[src/rtl/decoder_pkg.sv]
// rtl/decoder_pkg.sv - opcode/funct, ALU, writeback and instruction-class encodings
package decoder_pkg;

    localparam logic [5:0] OP_RTYPE = 6'h00;
    localparam logic [5:0] OP_J     = 6'h02;
    localparam logic [5:0] OP_BEQ   = 6'h04;
    localparam logic [5:0] OP_ADDI  = 6'h08;
    localparam logic [5:0] OP_SLTI  = 6'h0A;
    localparam logic [5:0] OP_ANDI  = 6'h0C;
    localparam logic [5:0] OP_ORI   = 6'h0D;
    localparam logic [5:0] OP_XORI  = 6'h0E;
    localparam logic [5:0] OP_LUI   = 6'h0F;
    localparam logic [5:0] OP_LW    = 6'h23;
    localparam logic [5:0] OP_SW    = 6'h2B;

    localparam logic [5:0] FN_SLL = 6'h00;
    localparam logic [5:0] FN_SRL = 6'h02;
    localparam logic [5:0] FN_SRA = 6'h03;
    localparam logic [5:0] FN_ADD = 6'h20;
    localparam logic [5:0] FN_SUB = 6'h22;
    localparam logic [5:0] FN_AND = 6'h24;
    localparam logic [5:0] FN_OR  = 6'h25;
    localparam logic [5:0] FN_XOR = 6'h26;
    localparam logic [5:0] FN_NOR = 6'h27;
    localparam logic [5:0] FN_SLT = 6'h2A;

    localparam logic [3:0] ALU_AND = 4'b0000;
    localparam logic [3:0] ALU_OR  = 4'b0001;
    localparam logic [3:0] ALU_ADD = 4'b0010;
    localparam logic [3:0] ALU_XOR = 4'b0011;
    localparam logic [3:0] ALU_NOR = 4'b0100;
    localparam logic [3:0] ALU_SUB = 4'b0110;
    localparam logic [3:0] ALU_SLT = 4'b0111;
    localparam logic [3:0] ALU_SLL = 4'b1000;
    localparam logic [3:0] ALU_SRL = 4'b1001;
    localparam logic [3:0] ALU_SRA = 4'b1010;

    localparam logic [1:0] WB_ALU = 2'b00;
    localparam logic [1:0] WB_MEM = 2'b01;
    localparam logic [1:0] WB_IMM = 2'b10;

    typedef enum logic [2:0] {
        PATH_R_ALU   = 3'd0,
        PATH_SHIFT   = 3'd1,
        PATH_I_ALU   = 3'd2,
        PATH_LOAD    = 3'd3,
        PATH_STORE   = 3'd4,
        PATH_BRANCH  = 3'd5,
        PATH_JUMP    = 3'd6,
        PATH_ILLEGAL = 3'd7
    } path_t;

    typedef struct packed {
        logic       reg_dst;
        logic       jump;
        logic       branch;
        logic       mem_read;
        logic       mem_write;
        logic [1:0] mem_to_reg;
        logic [3:0] alu_control;
        logic       alu_src;
        logic       reg_write;
        logic       select_shamt;
        path_t      path;
    } ctrl_t;

    // Logical immediates are zero-extended, lui shifts into the upper half.
    function automatic logic [31:0] extend_imm(input logic [5:0] opcode, input logic [15:0] imm);
        case (opcode)
            OP_ANDI, OP_ORI, OP_XORI: return {16'h0000, imm};
            OP_LUI:                   return {imm, 16'h0000};
            default:                  return {{16{imm[15]}}, imm};
        endcase
    endfunction

endpackage

[src/rtl/control_lut.sv]
// rtl/control_lut.sv - combinational opcode/funct to control bundle decode
module control_lut
    import decoder_pkg::*;
(
    input  logic [5:0] opcode,
    input  logic [5:0] funct,
    output ctrl_t      ctrl
);

    function automatic ctrl_t r_op(input logic [3:0] alu, input logic shift);
        ctrl_t c;
        c              = '0;
        c.reg_dst      = 1'b1;
        c.reg_write    = 1'b1;
        c.alu_control  = alu;
        c.select_shamt = shift;
        c.path         = shift ? PATH_SHIFT : PATH_R_ALU;
        return c;
    endfunction

    function automatic ctrl_t i_op(input logic [3:0] alu, input logic [1:0] wb);
        ctrl_t c;
        c             = '0;
        c.alu_src     = 1'b1;
        c.reg_write   = 1'b1;
        c.alu_control = alu;
        c.mem_to_reg  = wb;
        c.path        = PATH_I_ALU;
        return c;
    endfunction

    // Anything not matched falls through as an all-zero NOP tagged illegal.
    always_comb begin
        ctrl      = '0;
        ctrl.path = PATH_ILLEGAL;
        case (opcode)
            OP_RTYPE: begin
                case (funct)
                    FN_ADD:  ctrl = r_op(ALU_ADD, 1'b0);
                    FN_SUB:  ctrl = r_op(ALU_SUB, 1'b0);
                    FN_AND:  ctrl = r_op(ALU_AND, 1'b0);
                    FN_OR:   ctrl = r_op(ALU_OR,  1'b0);
                    FN_XOR:  ctrl = r_op(ALU_XOR, 1'b0);
                    FN_NOR:  ctrl = r_op(ALU_NOR, 1'b0);
                    FN_SLT:  ctrl = r_op(ALU_SLT, 1'b0);
                    FN_SLL:  ctrl = r_op(ALU_SLL, 1'b1);
                    FN_SRL:  ctrl = r_op(ALU_SRL, 1'b1);
                    FN_SRA:  ctrl = r_op(ALU_SRA, 1'b1);
                    default: ;
                endcase
            end
            OP_ADDI: ctrl = i_op(ALU_ADD, WB_ALU);
            OP_SLTI: ctrl = i_op(ALU_SLT, WB_ALU);
            OP_ANDI: ctrl = i_op(ALU_AND, WB_ALU);
            OP_ORI:  ctrl = i_op(ALU_OR,  WB_ALU);
            OP_XORI: ctrl = i_op(ALU_XOR, WB_ALU);
            OP_LUI:  ctrl = i_op(ALU_AND, WB_IMM);
            OP_LW: begin
                ctrl.alu_src     = 1'b1;
                ctrl.mem_read    = 1'b1;
                ctrl.mem_to_reg  = WB_MEM;
                ctrl.reg_write   = 1'b1;
                ctrl.alu_control = ALU_ADD;
                ctrl.path        = PATH_LOAD;
            end
            OP_SW: begin
                ctrl.alu_src     = 1'b1;
                ctrl.mem_write   = 1'b1;
                ctrl.alu_control = ALU_ADD;
                ctrl.path        = PATH_STORE;
            end
            OP_BEQ: begin
                ctrl.branch      = 1'b1;
                ctrl.alu_control = ALU_SUB;
                ctrl.path        = PATH_BRANCH;
            end
            OP_J: begin
                ctrl.jump = 1'b1;
                ctrl.path = PATH_JUMP;
            end
            default: ;
        endcase
    end

endmodule

[src/rtl/decoder_control.sv]
// rtl/decoder_control.sv - registered instruction decoder and main control unit
module decoder_control
    import decoder_pkg::*;
(
    input  logic        clk,
    input  logic        reset,
    input  logic        en,
    input  logic [31:0] instr,
    output logic        RegDst,
    output logic        Jump,
    output logic        Branch,
    output logic        MemRead,
    output logic        MemWrite,
    output logic [1:0]  MemtoReg,
    output logic [3:0]  ALU_Control,
    output logic        ALUSrc,
    output logic        RegWrite,
    output logic [31:0] imm_extended,
    output logic [4:0]  rs,
    output logic [4:0]  rt,
    output logic [4:0]  rd,
    output logic [4:0]  shamt,
    output logic [25:0] jump_address,
    output logic [2:0]  path_index,
    output logic        decoder_done,
    output logic        select_shamt
);

    ctrl_t       ctrl;
    logic [31:0] imm_next;

    control_lut u_control_lut (
        .opcode (instr[31:26]),
        .funct  (instr[5:0]),
        .ctrl   (ctrl)
    );

    assign imm_next = extend_imm(instr[31:26], instr[15:0]);

    // With en low only the done flag drops; the decoded word is held for the datapath.
    always_ff @(posedge clk or posedge reset) begin
        if (reset) begin
            RegDst       <= 1'b0;
            Jump         <= 1'b0;
            Branch       <= 1'b0;
            MemRead      <= 1'b0;
            MemWrite     <= 1'b0;
            MemtoReg     <= 2'b00;
            ALU_Control  <= 4'b0000;
            ALUSrc       <= 1'b0;
            RegWrite     <= 1'b0;
            imm_extended <= 32'h0;
            rs           <= 5'd0;
            rt           <= 5'd0;
            rd           <= 5'd0;
            shamt        <= 5'd0;
            jump_address <= 26'd0;
            path_index   <= 3'd0;
            decoder_done <= 1'b0;
            select_shamt <= 1'b0;
        end else if (en) begin
            RegDst       <= ctrl.reg_dst;
            Jump         <= ctrl.jump;
            Branch       <= ctrl.branch;
            MemRead      <= ctrl.mem_read;
            MemWrite     <= ctrl.mem_write;
            MemtoReg     <= ctrl.mem_to_reg;
            ALU_Control  <= ctrl.alu_control;
            ALUSrc       <= ctrl.alu_src;
            RegWrite     <= ctrl.reg_write;
            imm_extended <= imm_next;
            rs           <= instr[25:21];
            rt           <= instr[20:16];
            rd           <= instr[15:11];
            shamt        <= instr[10:6];
            jump_address <= instr[25:0];
            path_index   <= ctrl.path;
            decoder_done <= 1'b1;
            select_shamt <= ctrl.select_shamt;
        end else begin
            decoder_done <= 1'b0;
        end
    end

endmodule

[config.mk]
export PLATFORM = sky130hd
export DESIGN_NAME = decoder_control
export DESIGN_NICKNAME = d
export VERILOG_FILES = /design/src/rtl/decoder_pkg.sv /design/src/rtl/control_lut.sv /design/src/rtl/decoder_control.sv
export SDC_FILE = /design/constraint.sdc
export NUM_CORES = 1
export LEC_CHECK = 0
export ABC_AREA = 1
export CAP_MARGIN = 20
export CORE_ASPECT_RATIO = 1.25
export CORE_MARGIN = 1
export CORE_UTILIZATION = 39
export DETAILED_ROUTE_END_ITERATION = 6
export MAX_ROUTING_LAYER = met4
export PLACE_DENSITY = 0.81
export SLEW_MARGIN = 20
export SYNTH_ARGS = -nofsm -noshare
export SYNTH_HDL_FRONTEND = slang
export SYNTH_SLANG_ARGS = --single-unit
[constraint.sdc]
create_clock -name clk -period 4.8 [get_ports clk]
set_input_delay 1.44 -clock clk [delete_from_list [all_inputs] [get_ports clk]]
set_output_delay 1.44 -clock clk [all_outputs]
set_load 0.005 [all_outputs]
==> flow_metrics.py <==
metrics = {
    "timing": {
        "hold_viol": 0,
        "fin_crit_sh_pct": 56.38,
        "tightest_slew_ns": 0.9570,
        "slew_violations": 0,
        "setup_slack_ns": 2.094,
        "rsz0062_at_grt": "false",
        "setup_tns_ns": 0,
        "max_slew_margin_pct": 36.20,
        "finClkSkew_ns": 0,
        "hold_slack_ns": 0.4814,
        "setup_viol": 0,
        "final.min_clock_period_ns": 2.706,
        "timing.fmax_mhz": 369.5,
    },
    "route": {
        "wl_per_cell_um": 14.49,
        "drc_errors": 0,
        "vias": 2932,
        "first_iter_violations": 127,
        "avgViaCountPerCell": 4.936,
        "ant_nets": 0,
        "drtPass1Iterations": 4,
        "wirelength_um": 8609,
    },
    "final_layout": {
        "fin_util_pct": 57.58,
        "final_area_um2": 4798,
        "nets": 527,
        "area_delta_synth_final_pct": 42.19,
        "antennaDiodeCount": 0,
        "final_cells": 594,
        "drive_above_1_share_pct": 7.847,
    },
    "floorplanning": {
        "initial_core_util_pct": 40.50,
        "dieArea_um2": 9031,
        "die-width_um": 85.20,
        "rows": 37,
        "core_um2": 8333,
        "boundaryPins": 131,
        "die_height_um": 106,
    },
    "power_and_ir_drop": {
        "p_leak_nw": 2.314,
        "total_power_mw": 1.544,
        "p_per_area_nw_per_um2": 321.8,
        "ir_drop_mv": 0.1705,
    },
    "critical_path": {
        "critPathKind": "flop to primary output",
        "path_cells": "clkdlybuf4s50_1",
        "crit_arrival_ns": 1.27,
        "cp_top_family": "buffers and inverters",
        "crit_required_ns": 3.36,
        "slowest_stage": "clkdlybuf4s50_1",
        "cp-end-kind": "primary output",
        "start_kind": "flop",
        "crit_fanout": 3,
        "critPathBufInv": 1,
        "crit_path_max_incr_delay_ns": 0.53,
    },
    "cts": {
        "clk_pin_slew_ns": 0.09,
        "root_buffer": "clkbuf_8",
        "clock-sinks": 76,
        "cts_buffers": 9,
        "cts_tree": "done",
        "clk_latency_ns": 0.35,
        "hold_buffers": 0,
        "cts_max_path_buffers": 2,
        "htreeDepth": 3,
        "cts_setup_buffers": 0,
        "post_cts_resize_count": 0,
    },
    "run": {
        "drv_cap": 0,
    },
    "synthesis": {
        "syn-mean-instance-area_um2": 8.788,
        "syn_inst": 384,
        "syn-num-nets": 419,
        "seq_area_frac_synth_pct": 56.36,
        "yosys.area.top_type": "dfrtp_1",
        "synth_seq_cells": 76,
        "synth_area_leaders": "dfrtp_1, nand2_1, buf_4",
        "synth_cell_type_count": 24,
        "syn-cell-area_um2": 3374,
        "synth_top_area_share_pct": 56.36,
        "synth_warnings": 0,
    },
    "placed_design": {
        "io_buffers": 130,
        "dp_worst_setup_slack_ns": 1.780,
        "gp_congestion": 0.8411,
        "hpwl_um": 5974,
        "post_dp_cell_area_um2": 4582,
        "place_inst": 578,
    },
    "grt": {
        "overflow": 0,
        "grt_max_degree": 77,
        "grt_pass1_vias": 2865,
        "grt_pass1_wl_um": 13920,
        "grt.total_usage_pct": 20.57,
        "antenna_found_initial": 0,
    },
    "min_path": {
        "hp-class": "flop to flop",
    },
    "status": {
        "status": "finished clean",
    },
}
## synthesized netlist by cell type
cell,count
nor3_1,2
nand2_2,1
o21a_1,1
nand2_1,162
a21oi_1,2
inv_1,15
nor2_2,3
o211ai_2,10
buf_6,1
o21ai_0,21
dfrtp_1,76
nor2_8,1
inv_4,1
buf_2,6
nand3_2,1
nor2_4,1
nand3_1,18
o211ai_1,5
clkbuf_1,7
inv_2,1
nand4_1,1
nor2_1,26
nand3_4,1
buf_4,21
## area by class of cell
type | count | area, um^2
Fill cell | 730 | 3535
Sequential cell | 76 | 1902
Timing Repair Buffer | 132 | 1311
Multi-Input combinational cell | 256 | 1181
Clock buffer | 10 | 127.6
Tap cell | 97 | 121.4
Clock inverter | 6 | 87.58
Inverter | 17 | 67.56
## registers in the layout, summed over array words and instances, names as in the netlist, 2 cells and up
register / cells
path_index: 3
rt: 4
rd: 4
rs: 5
MemtoReg: 2
ALU_Control: 4
shamt: 4
jump_address: 9
imm_extended: 32
## path summary, 6_finish.rpt
kind / start / endpoint / slack (ns) / cells after the start
min in group asynchronous: reset / imm_extended[18] / 1.71 / 3
max in group asynchronous: reset / MemtoReg[1] / 2.46 / 3
setup / recovery: jump_address[15] / jump_address[15] / 2.09 / 1
hold / removal: jump_address[1] / jump_address[1] / 0.48 / 2
hold reg to reg: jump_address[1] / jump_address[1] / 0.48 / 2
setup reg to reg: imm_extended[18] / imm_extended[18] / 4.04 / 2
## per-layer routing
layer | global-route usage (%) | part of all wire (%) | vias up
li1 | - | - | 1414
met1 | 23.57 | 41 | 1420
met2 | 36.18 | 53 | 84
met3 | 3.261 | 4.5 | 14
met4 | 7.627 | 1.6 | 0
met5 | - | 0 | -
## cell usage in the layout, fill, tap and decap left out, types with 3 or more instances in the layout
master           count
clkdlybuf4s50_1    129
o211ai_1             5
clkinv_2             3
nand2_1            162
inv_1               14
nand3_1             18
nor2_1              26
o21ai_0             21
nor2_2               3
dfrtp_1             76
o211ai_2            10
clkbuf_8             9
## report_power, final
group          internal, mW  switching (mW)
Clock                 0.294           0.242
Combinational         0.166           0.117
Sequential            0.691          0.0341
## cells by family after synthesis
family	synth area share (%)
compound gates	8.454
buf+inv	8.639
flops	56.36
simple gates	26.55
## worst min-delay path, cell delays in order (launching register included)
cell	delay, ns
dfrtp_1	0.35
nand2_1	0.05
nand2_1	0.05
(Power assumes the default switching activity.)
